## config.mk

```make
export PLATFORM = sky130hd
export DESIGN_NAME = sic_dispatch_arbiter
export DESIGN_NICKNAME = d
export VERILOG_FILES = /design/src/rtl/sic_dispatch_arbiter_pkg.sv /design/src/rtl/sic_dispatch_arbiter_rr_arbiter.sv /design/src/rtl/sic_dispatch_arbiter.sv
export SDC_FILE = /design/constraint.sdc
export NUM_CORES = 1
export LEC_CHECK = 0
export ABC_AREA = 1
export BUFFER_PORTS_ARGS = -buffer_cell sky130_fd_sc_hd__buf_2
export CORE_AREA = 2 2 162 164
export DETAILED_ROUTE_END_ITERATION = 10
export DIE_AREA = 0 0 164 166
export GPL_ROUTABILITY_DRIVEN = 0
export PLACE_DENSITY = 0.81
export REMOVE_ABC_BUFFERS = 1
export SYNTH_ARGS = -nofsm -noshare
export SYNTH_HDL_FRONTEND = slang
export SYNTH_HIERARCHICAL = 1
export SYNTH_SLANG_ARGS = --single-unit
export TNS_END_PERCENT = 1
```

## constraint.sdc

```tcl
create_clock -name clk -period 6.4 [get_ports clk]
set_input_delay 0.64 -clock clk [delete_from_list [all_inputs] [get_ports clk]]
set_output_delay 0.64 -clock clk [all_outputs]
set_load 0.005 [all_outputs]
```

## src/rtl/sic_dispatch_arbiter_pkg.sv

```systemverilog
// Shared types for the sub-SIC dispatch path: packet layout, class tags and
// a helper for sizing round-robin pointers.
package sic_dispatch_arbiter_pkg;

   localparam int SIC_CLASS_W = 3;

   typedef logic [SIC_CLASS_W-1:0] sic_class_t;

   localparam sic_class_t SIC_CLASS_ALU     = 3'd0;
   localparam sic_class_t SIC_CLASS_BRANCH  = 3'd1;
   localparam sic_class_t SIC_CLASS_MEM     = 3'd2;
   localparam sic_class_t SIC_CLASS_SYSCALL = 3'd3;

   // Decoded instruction as seen by a sub-SIC; .valid is the delivery strobe.
   typedef struct packed {
      logic        valid;
      logic [31:0] pc;
      logic [31:0] instr;
   } sic_packet_t;

   // Pointer width for an N-way round robin; a single unit still gets one bit.
   function automatic int ptr_w(input int n);
      return (n > 1) ? $clog2(n) : 1;
   endfunction

endpackage

```

## src/rtl/sic_dispatch_arbiter_rr_arbiter.sv

```systemverilog
// Pure combinational round-robin picker: first requester at or after ptr,
// wrapping modulo N. Shared with other small port-sharing arbiters.
module rr_arbiter #(
   parameter int N  = 4,
   parameter int PW = (N > 1) ? $clog2(N) : 1
) (
   input  logic [N-1:0]  req,
   input  logic [PW-1:0] ptr,
   output logic [N-1:0]  gnt,
   output logic [PW-1:0] gnt_idx,
   output logic          gnt_any
);

   // Scan ptr, ptr+1, ... and keep only the first hit.
   always_comb begin
      int idx;
      gnt     = '0;
      gnt_idx = '0;
      gnt_any = 1'b0;
      idx     = 0;
      for (int k = 0; k < N; k++) begin
         idx = int'(ptr) + k;
         if (idx >= N) idx = idx - N;
         if (!gnt_any && req[idx]) begin
            gnt[idx] = 1'b1;
            gnt_idx  = PW'(idx);
            gnt_any  = 1'b1;
         end
      end
   end

endmodule

```

## src/rtl/sic_dispatch_arbiter.sv

```systemverilog
// One-entry dispatch buffer between issue and the sub-SIC units. The held
// packet goes to one idle unit of its class (round robin) as a registered
// one-cycle strobe; flush drops the held packet and suppresses delivery.
module sic_dispatch_arbiter
   import sic_dispatch_arbiter_pkg::*;
#(
   parameter int NUM_SUB = 4,
   parameter int CLASS_W = SIC_CLASS_W,
   parameter logic [NUM_SUB-1:0][CLASS_W-1:0] UNIT_CLASS =
      {SIC_CLASS_MEM, SIC_CLASS_BRANCH, SIC_CLASS_ALU, SIC_CLASS_ALU},
   parameter int STALL_W = 32
) (
   input  logic                            clk,
   input  logic                            rst_n,
   input  logic                            flush,
   input  logic                            in_valid,
   input  sic_packet_t                     in_pkt,
   input  logic [CLASS_W-1:0]              in_class,
   output logic                            in_ready,
   input  logic [NUM_SUB-1:0]              sub_req,
   output sic_packet_t [NUM_SUB-1:0]       sub_pkt,
   output logic [STALL_W-1:0]              stall_cnt
);

   localparam int PTR_W = ptr_w(NUM_SUB);

   logic               hold_valid;
   sic_packet_t        hold_pkt;
   logic [CLASS_W-1:0] hold_class;
   logic [PTR_W-1:0]   rr_ptr;

   logic [NUM_SUB-1:0] eligible;
   logic [NUM_SUB-1:0] gnt;
   logic [PTR_W-1:0]   gnt_idx;
   logic               gnt_any;
   logic               grant_ok;
   logic               accept;
   logic [PTR_W-1:0]   rr_next;

   // A unit is a candidate when it asks, serves the held class and is not
   // already taking a strobe this cycle.
   always_comb begin
      eligible = '0;
      for (int i = 0; i < NUM_SUB; i++)
         eligible[i] = hold_valid && sub_req[i] &&
                       (UNIT_CLASS[i] == hold_class) && !sub_pkt[i].valid;
   end

   rr_arbiter #(.N(NUM_SUB), .PW(PTR_W)) u_rr (
      .req     (eligible),
      .ptr     (rr_ptr),
      .gnt     (gnt),
      .gnt_idx (gnt_idx),
      .gnt_any (gnt_any)
   );

   assign grant_ok = gnt_any && !flush;
   assign in_ready = !flush && (!hold_valid || gnt_any);
   assign accept   = in_valid && in_ready;
   assign rr_next  = (int'(gnt_idx) == NUM_SUB - 1) ? '0 : gnt_idx + PTR_W'(1);

   // Holding register: refill may coincide with a drain for full rate.
   always_ff @(posedge clk or negedge rst_n) begin
      if (!rst_n) begin
         hold_valid <= 1'b0;
         hold_pkt   <= '0;
         hold_class <= '0;
      end else if (flush) begin
         hold_valid <= 1'b0;
      end else if (accept) begin
         hold_valid <= 1'b1;
         hold_pkt   <= in_pkt;
         hold_class <= in_class;
      end else if (grant_ok) begin
         hold_valid <= 1'b0;
      end
   end

   // Per-unit delivery: strobe only the granted unit; payload elsewhere may go stale.
   always_ff @(posedge clk or negedge rst_n) begin
      if (!rst_n) begin
         sub_pkt <= '0;
      end else begin
         for (int i = 0; i < NUM_SUB; i++) begin
            sub_pkt[i].valid <= 1'b0;
            if (grant_ok && gnt[i]) begin
               sub_pkt[i].pc    <= hold_pkt.pc;
               sub_pkt[i].instr <= hold_pkt.instr;
               sub_pkt[i].valid <= 1'b1;
            end
         end
      end
   end

   // Round-robin pointer moves past the winner only on an actual grant.
   always_ff @(posedge clk or negedge rst_n) begin
      if (!rst_n)        rr_ptr <= '0;
      else if (grant_ok) rr_ptr <= rr_next;
   end

   // Count cycles a held packet found no unit; frozen during flush, saturating.
   always_ff @(posedge clk or negedge rst_n) begin
      if (!rst_n)
         stall_cnt <= '0;
      else if (hold_valid && !gnt_any && !flush && (stall_cnt != '1))
         stall_cnt <= stall_cnt + STALL_W'(1);
   end

endmodule

```

Word-level counts from Yosys, hierarchy flattened
Index checks and enable logic that the tools add are counted.
{ "totals": {"input_bits": 76, "output_inout_bits": 293, "ram_bits": 0, "ff_bits": 362, "wordCells": 134, "n_memories": 0, "rom_bits": 0, "latchBits": 0} }
{ "classes": {"n_reduce_logical": 43, "bitwise": 4, "div_mod_pow": 0, "multipliers": 0, "shift": 0, "n_addsub": 9, "mux": 44, "eq_ne": 4, "order_cmp": 12} }
{ "op_table": {"columns": ["cell", "n"], "rows": [
  ["65-bit two-way mux", 4],
  ["32-bit by 1-bit greater-or-equal comparator with 1-bit output (second input constant)", 4],
  ["32-bit by 4-bit < comparator with 1-bit output (second input constant)", 4],
  ["32-bit two-way mux", 4],
  ["32-bit by 4-bit greater-or-equal comparator with 1-bit output (second input constant)", 3],
  ["32-bit by 4-bit subtractor with 32-bit output (second input constant)", 3],
  ["32-bit by 1-bit adder with 32-bit output (second input constant)", 1],
  ["32-bit != test (second input constant)", 1],
  ["1-bit logical AND", 29],
  ["1-bit two-way mux", 19],
  ["4-bit two-way mux", 4],
  ["4-bit bitwise OR", 3],
  ["1-bit zero test", 10],
  ["2-bit two-way mux", 5],
  ["1-bit binary-select mux with 2-bit select", 4],
  ["1-bit demux with 2-bit select", 4],
  ["2-bit by 2-bit adder with 3-bit output (second input constant)", 2],
  ["2-bit by 3-bit subtractor with 4-bit output (second input constant)", 1],
  ["2-bit by 1-bit adder with 3-bit output (second input constant)", 1],
  ["1-bit by 3-bit == test with 1-bit output (first input constant)", 1],
  ["2-bit by 3-bit == test with 1-bit output (first input constant)", 1],
  ["2-bit by 3-bit greater-or-equal comparator with 1-bit output (second input constant)", 1],
  ["3-bit zero test", 1],
  ["3-bit nonzero test", 1],
  ["other kinds (5)", 5]
]} }

Depth between registers and ports, before layout
Gate-level depths: netlist of the first run.
{ "depth": {"word_depth": 21, "depth_mapped": 18} }

By module
Netlist of the first run, hierarchy kept.
{ "by_module_without_submodules": {"columns": ["module", "cells_each", "area_per_inst_um2", "instances"], "rows": [
  ["sic_dispatch_arbiter", 1468, 13923.4, 1],
  ["rr_arbiter", 77, 460.4, 1]
]} }

Worst setup path after synthesis of the first run
No wires, ideal clock.
{ "synth_timing": {"kind": "input to register", "start": "input sub_req[3]", "end": "register sub_pkt[100] (netlist name)", "path_slack_ns": 3.785, "t_arrival_ns": 2.485, "cell_stages": 16, "setup_ns": 0.130, "n_path_buf": 3, "cell_sequence": "nand4_1 nor3_1 inv_1 nand2_1 nand3_2 nand2_2 nor2_4 buf_6 nand4_1 inv_1 nor2_1 nand2_1 clkbuf_1 clkbuf_1 nand2_1 o21ai_0"} }
{ "synth_via": {"elab_chain_len": 18} }
{ "synth_rtl": {"columns": ["element", "line", "rtl"], "rows": [
  ["from (decl)", "sic_dispatch_arbiter.sv:20", "input logic [NUM_SUB-1:0] sub_req,"],
  ["1-bit logical AND * (2 in series)", "sic_dispatch_arbiter.sv:45", "eligible[i] = hold_valid && sub_req[i] &&"],
  ["1-bit logical AND *", "sic_dispatch_arbiter.sv:46", "(UNIT_CLASS[i] == hold_class) && !sub_pkt[i].valid;"],
  ["net eligible[3]", "sic_dispatch_arbiter.sv:32", "logic [NUM_SUB-1:0] eligible;"],
  ["1-bit binary-select mux with 2-bit select", "sic_dispatch_arbiter_rr_arbiter.sv:24", "if (!gnt_any && req[idx]) begin"],
  ["1-bit two-way mux (implied by the code) (2 in series)", "sic_dispatch_arbiter_rr_arbiter.sv:24", null],
  ["1-bit two-way mux", "sic_dispatch_arbiter_rr_arbiter.sv:24", null],
  ["1-bit zero test", "sic_dispatch_arbiter_rr_arbiter.sv:24", null],
  ["1-bit logical AND", "sic_dispatch_arbiter_rr_arbiter.sv:24", null],
  ["[2 not listed]", null, null],
  ["1-bit logical AND", "sic_dispatch_arbiter_rr_arbiter.sv:24", null],
  ["1-bit two-way mux", "sic_dispatch_arbiter_rr_arbiter.sv:24", null],
  ["1-bit zero test", "sic_dispatch_arbiter_rr_arbiter.sv:24", null],
  ["1-bit logical AND", "sic_dispatch_arbiter_rr_arbiter.sv:24", null],
  ["1-bit two-way mux *", "sic_dispatch_arbiter_rr_arbiter.sv:24", null],
  ["net gnt_any", "sic_dispatch_arbiter.sv:35", "logic gnt_any;"],
  ["1-bit logical AND *", "sic_dispatch_arbiter.sv:57", "assign grant_ok = gnt_any && !flush;"],
  ["1-bit logical AND *", "sic_dispatch_arbiter.sv:86", "if (grant_ok && gnt[i]) begin"],
  ["to (decl)", "sic_dispatch_arbiter.sv:21", "output sic_packet_t [NUM_SUB-1:0] sub_pkt,"]
]} }
Mark *: on every way through the listed nets, which the timed path passes. The rest lies on a longest branch. The select of a mux whose other input is x is not followed.
A chain may end at the register's enable or synchronous reset.

Worst setup path in the final report of the first run
{ "layout_timing": {"start": "register rr_ptr[0]", "end": "register sub_pkt[61] (netlist name)"} }
{ "layout_via": {"elab_chain_len": 17} }
{ "layout_rtl": {"columns": ["element", "line", "rtl"], "rows": [
  ["from (decl)", "sic_dispatch_arbiter.sv:30", "logic [PTR_W-1:0] rr_ptr;"],
  ["from (signal assigned)", "sic_dispatch_arbiter.sv:98", "else if (grant_ok) rr_ptr <= rr_next;"],
  ["parallel branches: the longest is 14 deep, another holds 32-bit by 4-bit subtractor with 32-bit output", null, null],
  ["1-bit two-way mux *", "sic_dispatch_arbiter_rr_arbiter.sv:24", null],
  ["net gnt_any", "sic_dispatch_arbiter.sv:35", null],
  ["1-bit logical AND *", "sic_dispatch_arbiter.sv:57", null],
  ["1-bit logical AND *", "sic_dispatch_arbiter.sv:86", null]
]} }
Mark *: on every way through the listed nets, which the timed path passes. The select of a mux whose other input is x is not followed.

==> impl_metrics.toml, run 1 <==
[finish]
layout-drive-gt1-share_pct = 24.5
final.fill_count = 1944
num-nets-final = 1968
stdcell_area_um2 = 17700
layout-area-overhead-vs-synth_pct = 22.7

[yosys]
yosys.cell_types.count = 27
synth_area_per_cell_um2 = 9.31
yosys_warnings = 6
netlist_area_um2 = 14400
synth_cells = 1545
ys_seq_elements = 362
synth_top_area_cell = "dfrtp_1"
synth.top_cells.by_area = "dfrtp_1 63%, nand2_1 11%, o21ai_0 9.0%, nor2_1 3.1%, inv_1 2.8%"
synth_sequential_area_ratio_pct = 63.0
synth_top_area_share_pct = 63.0

[cts]
path_clk_slew_ns = 0.06
tritoncts = "done"
cts_resized = 0
clkLatencyLatePin_ns = 0.52
cts_buffer_depth = 3
cts_max_level = 2
clk_root_buffer_cell = "clkbuf_16"
tritoncts.num_buffers = 37
post_cts.repair.setup_buffers = 0
post_cts_hold_buffer_count = 0
clkSinkCount = 362

[place]
placed_cell_area_um2 = 16400
hpwl_um = 25400
io_buffers = 367

[detailed_routing]
route.detailed.drc = 0
detail_route.iter0.violations = 1045
avgViaCountPerCell = 5.32
finalWirelength_um = 38400
avgRoutedWirePerCell_um = 17.1
ant_nets = 0
detailedRoute.firstPassIterationCount = 7
vias = 11900

[floorplan]
fp.coreArea_um2 = 25600
chipWidth_um = 164
top_level_ports = 369
dieArea_um2 = 27200
rows = 59
starting_density_of_the_core_pct = 56.2
chipHeight_um = 166

[power_and_ir_drop]
netSwitchingPower_w = 0.00316
power_density_nw_per_um2 = 498
sequentialPowerShare_pct = 42.3
vdd.ir_drop.worst_mv = 0.331
netSwitchingFraction_pct = 35.9
intPower_w = 0.00564
clock_power_share_pct = 25.1
p_leak_nw = 9.36
comb_power_share_pct = 32.6

[worst_setup_path]
worstReg2RegEnd = "sub_pkt[61]$_DFFE_PN0P_"
worst_r2r_startpoint = "rr_ptr[0]$_DFFE_PN0N_"
reg2reg_slack_ns = 2.31
worst_setup_path_startpoint = "rr_ptr[0]$_DFFE_PN0N_"
worstPathMaxFanout = 96
start_kind = "register"
rr_worst_depth = 13
worst_setup_end_kind = "register"
worst_ep_required_time_ns = 6.79
crit_end = "sub_pkt[61]$_DFFE_PN0P_"
timing.setup.critical_path_class = "reg -> reg"
cp.arrival_ns = 4.48

[grt]
antenna_found_initial = 5
grt_usage_pct = 28.5
pin_count_of_the_biggest_net_entering_global_routing = 135
grt.overflow.total = 0
grt_first_pass_wirelength_um = 61600
first_global_vias = 11700

[worst_hold_path]
timing.hold.worst.class = "in -> async"

[sta]
finalCriticalPeriod_ns = 4.09
fmaxAchievable_mhz = 244
report.final.slew_viol_count = 0
timing_worst_slew_pin_value_ns = 1.03
final.setup.tns_ns = 0
grt_setup_unrepaired = "no"
worst_clock_skew_ns = 0.0224
maxSlewHeadroom_pct = 31.5
final.period_utilization_pct = 63.9
setup_viol = 0
hold_violations = 0

[outcome]
outcome = "complete, no violations"

[flow_run]
max_cap_violations = 0
flip-flops by register name, summed over array words and instances (netlist names):
register,flops
sub_pkt,260
hold_pkt,64
stall_cnt,32
hold_class,3
rr_ptr,2
hold_valid,1
cell families after synthesis:
group                      share of synthesized area (%)
xor gates and xnor gates                           0.548
DFF                                                 63.0
and+or+nand+nor                                     18.2
buffers and inverters                               5.34
AOI/OAI and AO/OA                                   12.0
adders and majority gates                          0.870
final cells by class:
cell class	instances	area [um2]	share of cell area, %
diodes	3	7.51	0.0425
clock buffers	51	1050	5.95
clock inverters	13	199	1.13
inverters	108	405	2.30
multi-input cells	998	4590	26.0
flip-flops and latches	362	9060	51.3
well taps	335	419	2.37
repair buffers	375	1920	10.9
metal layers:
| layer | GRT usage (%) | up-vias | share of wire (%) |
|---|---|---|---|
| li1 | - | 5635 | - |
| met1 | 36.2 | 5686 | 39 |
| met2 | 46.0 | 509 | 48 |
| met3 | 8.52 | 104 | 9.0 |
| met4 | 11.2 | 4 | 3.8 |
| met5 | 0 | - | 0.060 |
critical path, stage by stage (launching register included):
cell and delay, ns:
dfrtp_1 0.57, inv_2 0.20, ha_1 0.40, inv_1 0.13, nand2_1 0.06, nand2_1 0.10, nor2_4 0.09, nand4_1 0.08
inv_1 0.08, nor2_1 0.67, nand2_4 0.74, buf_4 0.52, nand2_1 0.10, o21ai_0 0.08
synthesized netlist by cell type:
cell and number:
nand2_1 424, dfrtp_1 362, o21ai_0 260, nor2_1 117, inv_1 106, a21oi_1 76, clkbuf_1 58, nand3_1 35
nand4_1 19, nand2_2 16, buf_2 13, ha_1 10, nand3b_1 7, nor3_1 6, nor2_2 5, xnor2_1 5
a21boi_0 4, buf_6 4, nor2_4 4, xor2_1 4, nand3_2 3, inv_2 2, a21oi_2 1, buf_12 1
buf_8 1, nand2_4 1, o31ai_1 1
power groups by stage:
stage | combinational (W) | sequential [W] | clock (W)
after floorplan | 0.00136 | 0.00378 | 0
after global placement | 0.00274 | 0.00369 | 0
after detailed placement | 0.00287 | 0.00373 | 0
after CTS | 0.00289 | 0.00371 | 0.00224
after global routing | 0.00325 | 0.00382 | 0.00233
final | 0.00287 | 0.00372 | 0.00221
metrics by stage:
stage | setup slack [ns] | instances | utilization [%] | total power, W | hold WS, ns
2_1_floorplan | 2.16 | 1468 | - | 0.00514 | 0.344
3_3_place_gp | 2.35 | 2178 | 64.0 | 0.00643 | 0.460
3_5_place_dp | 2.24 | 2178 | 64.0 | 0.00660 | 0.467
4_1_cts | 2.36 | 2242 | 68.9 | 0.00884 | 0.122
5_1_grt | 1.96 | 2244 | 68.9 | 0.00940 | 0.153
6_report | 2.31 | 2245 | 68.9 | 0.00879 | 0.101
worst min path at each step:
| stage | cells past startpoint | start | to | slack, ns |
|---|---|---|---|---|
| after floorplan | 0 | rst_n | hold_class[0]$_DFFE_PN0P_ | 0.34 |
| after global placement | 2 | sub_pkt[125]$_DFFE_PN0P_ | sub_pkt[125]$_DFFE_PN0P_ | 0.46 |
| after detailed placement | 2 | sub_pkt[27]$_DFFE_PN0P_ | sub_pkt[27]$_DFFE_PN0P_ | 0.47 |
| after CTS | 1 | rst_n | sub_pkt[226]$_DFFE_PN0P_ | 0.12 |
| after global routing | 1 | rst_n | hold_pkt[31]$_DFFE_PN0P_ | 0.15 |
| final | 1 | rst_n | hold_pkt[31]$_DFFE_PN0P_ | 0.10 |
layout by cell type, fill, tap and decap left out, types with 5 or more instances in the layout:
cell,count
clkbuf_8,5
o21ai_0,260
clkbuf_16,38
buf_2,366
clkbuf_1,8
a21oi_1,76
nand2_4,6
nand4_1,19
nor2_2,5
nand3b_1,7
clkinv_2,5
buf_4,7
nand2_1,419
ha_1,10
nor3_1,6
inv_1,106
dfrtp_1,362
nor2_1,117
xnor2_1,5
nand3_1,35
nand2_2,16
(Power assumes the default switching activity.)
==> inputs of run 2 (changes only) <==
CORE_AREA = 2 2 168 170   (was 2 2 162 164)
DIE_AREA = 0 0 170 172   (was 0 0 164 166)
PLACE_DENSITY = 0.76   (was 0.81)
clock period = 4.06 ns   (was 6.4 ns; I/O delays follow)
==> run 2 against run 1 <==
Combinational power rose by 60%. First-iteration DRC count down 20%. Setup slack got worse by 1.9 ns. Utilization is 4.0 points lower. Routed wire length shrank 0.55%. Sequential share of layout area decreased by 0.56 points. Sequential power is 58% higher. Clock skew down 0.0047 ns. Clock power grew 56%.
==> impl_metrics.toml, run 2 (same netlist as run 1, synthesis figures left out) <==
[cts]
clkSinkCount = 362
cts_max_level = 2
clkLatencyLatePin_ns = 0.54
tritoncts = "done"
clk_root_buffer_cell = "clkbuf_16"
post_cts.repair.setup_buffers = 0
tritoncts.num_buffers = 38
cts_buffer_depth = 3
path_clk_slew_ns = 0.06

[grt]
pin_count_of_the_biggest_net_entering_global_routing = 115
first_global_vias = 11500
grt.overflow.total = 0
grt_usage_pct = 26.4
grt_first_pass_wirelength_um = 60900
antenna_found_initial = 3

[floorplan]
rows = 61
chipHeight_um = 172
starting_density_of_the_core_pct = 52.3
chipWidth_um = 170
top_level_ports = 369
fp.coreArea_um2 = 27500
dieArea_um2 = 29200

[flow_run]
max_cap_violations = 0

[worst_setup_path]
cp.arrival_ns = 4.05
worst_setup_path_startpoint = "hold_valid$_DFFE_PN0P_"
critPathBufInv = 3
rr_worst_depth = 14
start_kind = "register"
reg2reg_slack_ns = 0.41
worstPathMaxFanout = 38
worst_setup_end_kind = "register"
max_stage_delay_ns = 0.66
timing.setup.critical_path_class = "reg -> reg"
critical-path-top-delay-family = "simple AND/OR/NAND/NOR gates"
crit_end = "sub_pkt[115]$_DFFE_PN0P_"
worst_ep_required_time_ns = 4.46
worst_r2r_startpoint = "hold_valid$_DFFE_PN0P_"
worstReg2RegEnd = "sub_pkt[115]$_DFFE_PN0P_"
critical_path.slowest_cell = "nor2_1"
cp_cell_sequence = "nand4_1, nor3_1, inv_1, nand2_1, nand3_2, nand2_2, nor2_4, nand4_1, inv_1, nor2_1, nand2_4, buf_4, nand2_1, o21ai_0"
cp_num_cells = 14

[detailed_routing]
detail_route.iter0.violations = 841
finalWirelength_um = 38200
route.detailed.drc = 0
vias = 11900
detailedRoute.firstPassIterationCount = 5
avgViaCountPerCell = 5.23
ant_nets = 0
avgRoutedWirePerCell_um = 16.8

[sta]
hold_violations = 0
worst_clock_skew_ns = 0.0177
report.final.slew_viol_count = 0
maxSlewHeadroom_pct = 38.9
grt_setup_unrepaired = "no"
fmaxAchievable_mhz = 274
hold_ws_ns = 0.115
setup_viol = 0
final.period_utilization_pct = 89.9
finalCriticalPeriod_ns = 3.65
final.setup.tns_ns = 0
timing_worst_slew_pin_value_ns = 0.917

[power_and_ir_drop]
power_density_nw_per_um2 = 778
clock_power_share_pct = 24.9
p_leak_nw = 9.46
vdd.ir_drop.worst_mv = 0.499
intPower_w = 0.00890
netSwitchingFraction_pct = 35.9
sequentialPowerShare_pct = 42.2
comb_power_share_pct = 33.0
netSwitchingPower_w = 0.00499

[finish]
most_common_library_cell_in_the_layout_ignoring_fill_and_taps = "nand2_1"
layout-area-overhead-vs-synth_pct = 24.1
regMostFlops = "sub_pkt"
most-common-layout-cells = "419 x nand2_1, 366 x buf_2, 362 x dfrtp_1"
top_regs = "sub_pkt: 260 flops, hold_pkt: 64 flops, stall_cnt: 32 flops"
final.fill_count = 2272
num-nets-final = 1980
layout-drive-gt1-share_pct = 25.1
largest_reg_flops = 260

[outcome]
outcome = "complete, no violations"

[place]
hpwl_um = 25800
io_buffers = 367

[worst_hold_path]
timing.hold.worst.class = "in -> reg"
hold_depth = 3
[run 2: cell types whose count changed in the layout (fill, tap and decap cells not counted), sizes merged]
cell	delta
buf	+10
bufinv	-2
clkbuf	+2
inv	+2
clkinv	+1
dlygate4sd3	+1
[run 2: final cells by class]
| class | count | area (um2) | share of cell area, % |
|---|---|---|---|
| sequential | 362 | 9060 | 50.8 |
| timing repair buffer | 386 | 2090 | 11.7 |
| clock inverter | 14 | 171 | 0.960 |
| antenna | 3 | 7.51 | 0.0421 |
| inverter | 108 | 405 | 2.27 |
| multi-input combinational | 998 | 4590 | 25.7 |
| clock buffer | 53 | 1090 | 6.09 |
| tap | 346 | 433 | 2.43 |
[run 2: power by group through the flow]
| stage | Clock [W] | Combinational, W | Sequential [W] |
|---|---|---|---|
| 2_1_floorplan | 0 | 0.00215 | 0.00596 |
| 3_3_place_gp | 0 | 0.00443 | 0.00583 |
| 3_5_place_dp | 0 | 0.00460 | 0.00587 |
| 4_1_cts | 0.00351 | 0.00464 | 0.00585 |
| 5_1_grt | 0.00366 | 0.00521 | 0.00602 |
| 6_report | 0.00345 | 0.00458 | 0.00586 |
[run 2: repair_timing]
| item | 4_1_cts | 5_1_grt |
|---|---|---|
| resized for setup | 0 | 0 |
| endpoints found under the hold margin | 50 | 0 |
| hold buffers | 1 | 0 |
[run 2: how the worst min path moves through the flow]
stage | end | start | slack (ns)
2_1_floorplan | hold_class[0]$_DFFE_PN0P_ | rst_n | 0.11
3_3_place_gp | sub_pkt[183]$_DFFE_PN0P_ | sub_pkt[183]$_DFFE_PN0P_ | 0.46
3_5_place_dp | sub_pkt[83]$_DFFE_PN0P_ | sub_pkt[83]$_DFFE_PN0P_ | 0.47
4_1_cts | hold_pkt[48]$_DFFE_PN0P_ | in_pkt[48] | 0.10
5_1_grt | hold_pkt[56]$_DFFE_PN0P_ | in_pkt[56] | 0.11
6_report | hold_pkt[34]$_DFFE_PN0P_ | in_pkt[34] | 0.12
[run 2: worst reg2reg max path, stage by stage, from the launching register on]
cell	delay [ns]
dfrtp_1	0.48
nand4_1	0.13
nor3_1	0.38
inv_1	0.09
nand2_1	0.11
nand3_2	0.16
nand2_2	0.15
nor2_4	0.08
nand4_1	0.07
inv_1	0.08
nor2_1	0.66
nand2_4	0.50
buf_4	0.42
nand2_1	0.12
o21ai_0	0.10
[run 2: metrics by stage]
| stage | worst slack, ns | util (%) | instance area [um2] | cells | total power, W |
|---|---|---|---|---|---|
| after floorplan | -0.179 | - | 14000 | 1468 | 0.00811 |
| after global placement | 0.553 | 60.3 | 16600 | 2199 | 0.0103 |
| after detailed placement | 0.420 | 60.3 | 16600 | 2199 | 0.0105 |
| after CTS | 0.394 | 64.9 | 17800 | 2267 | 0.0140 |
| after global routing | 0.0880 | 65.0 | 17800 | 2270 | 0.0149 |
| final | 0.409 | 65.0 | 17800 | 2270 | 0.0139 |
[run 2: per-layer routing]
metal	wire length [um]	GRT usage [%]	share of wire, %
met5	0	0	0
met4	1570	11.0	4.1
met3	3110	7.80	8.1
met2	17800	42.3	47
met1	15700	33.8	41
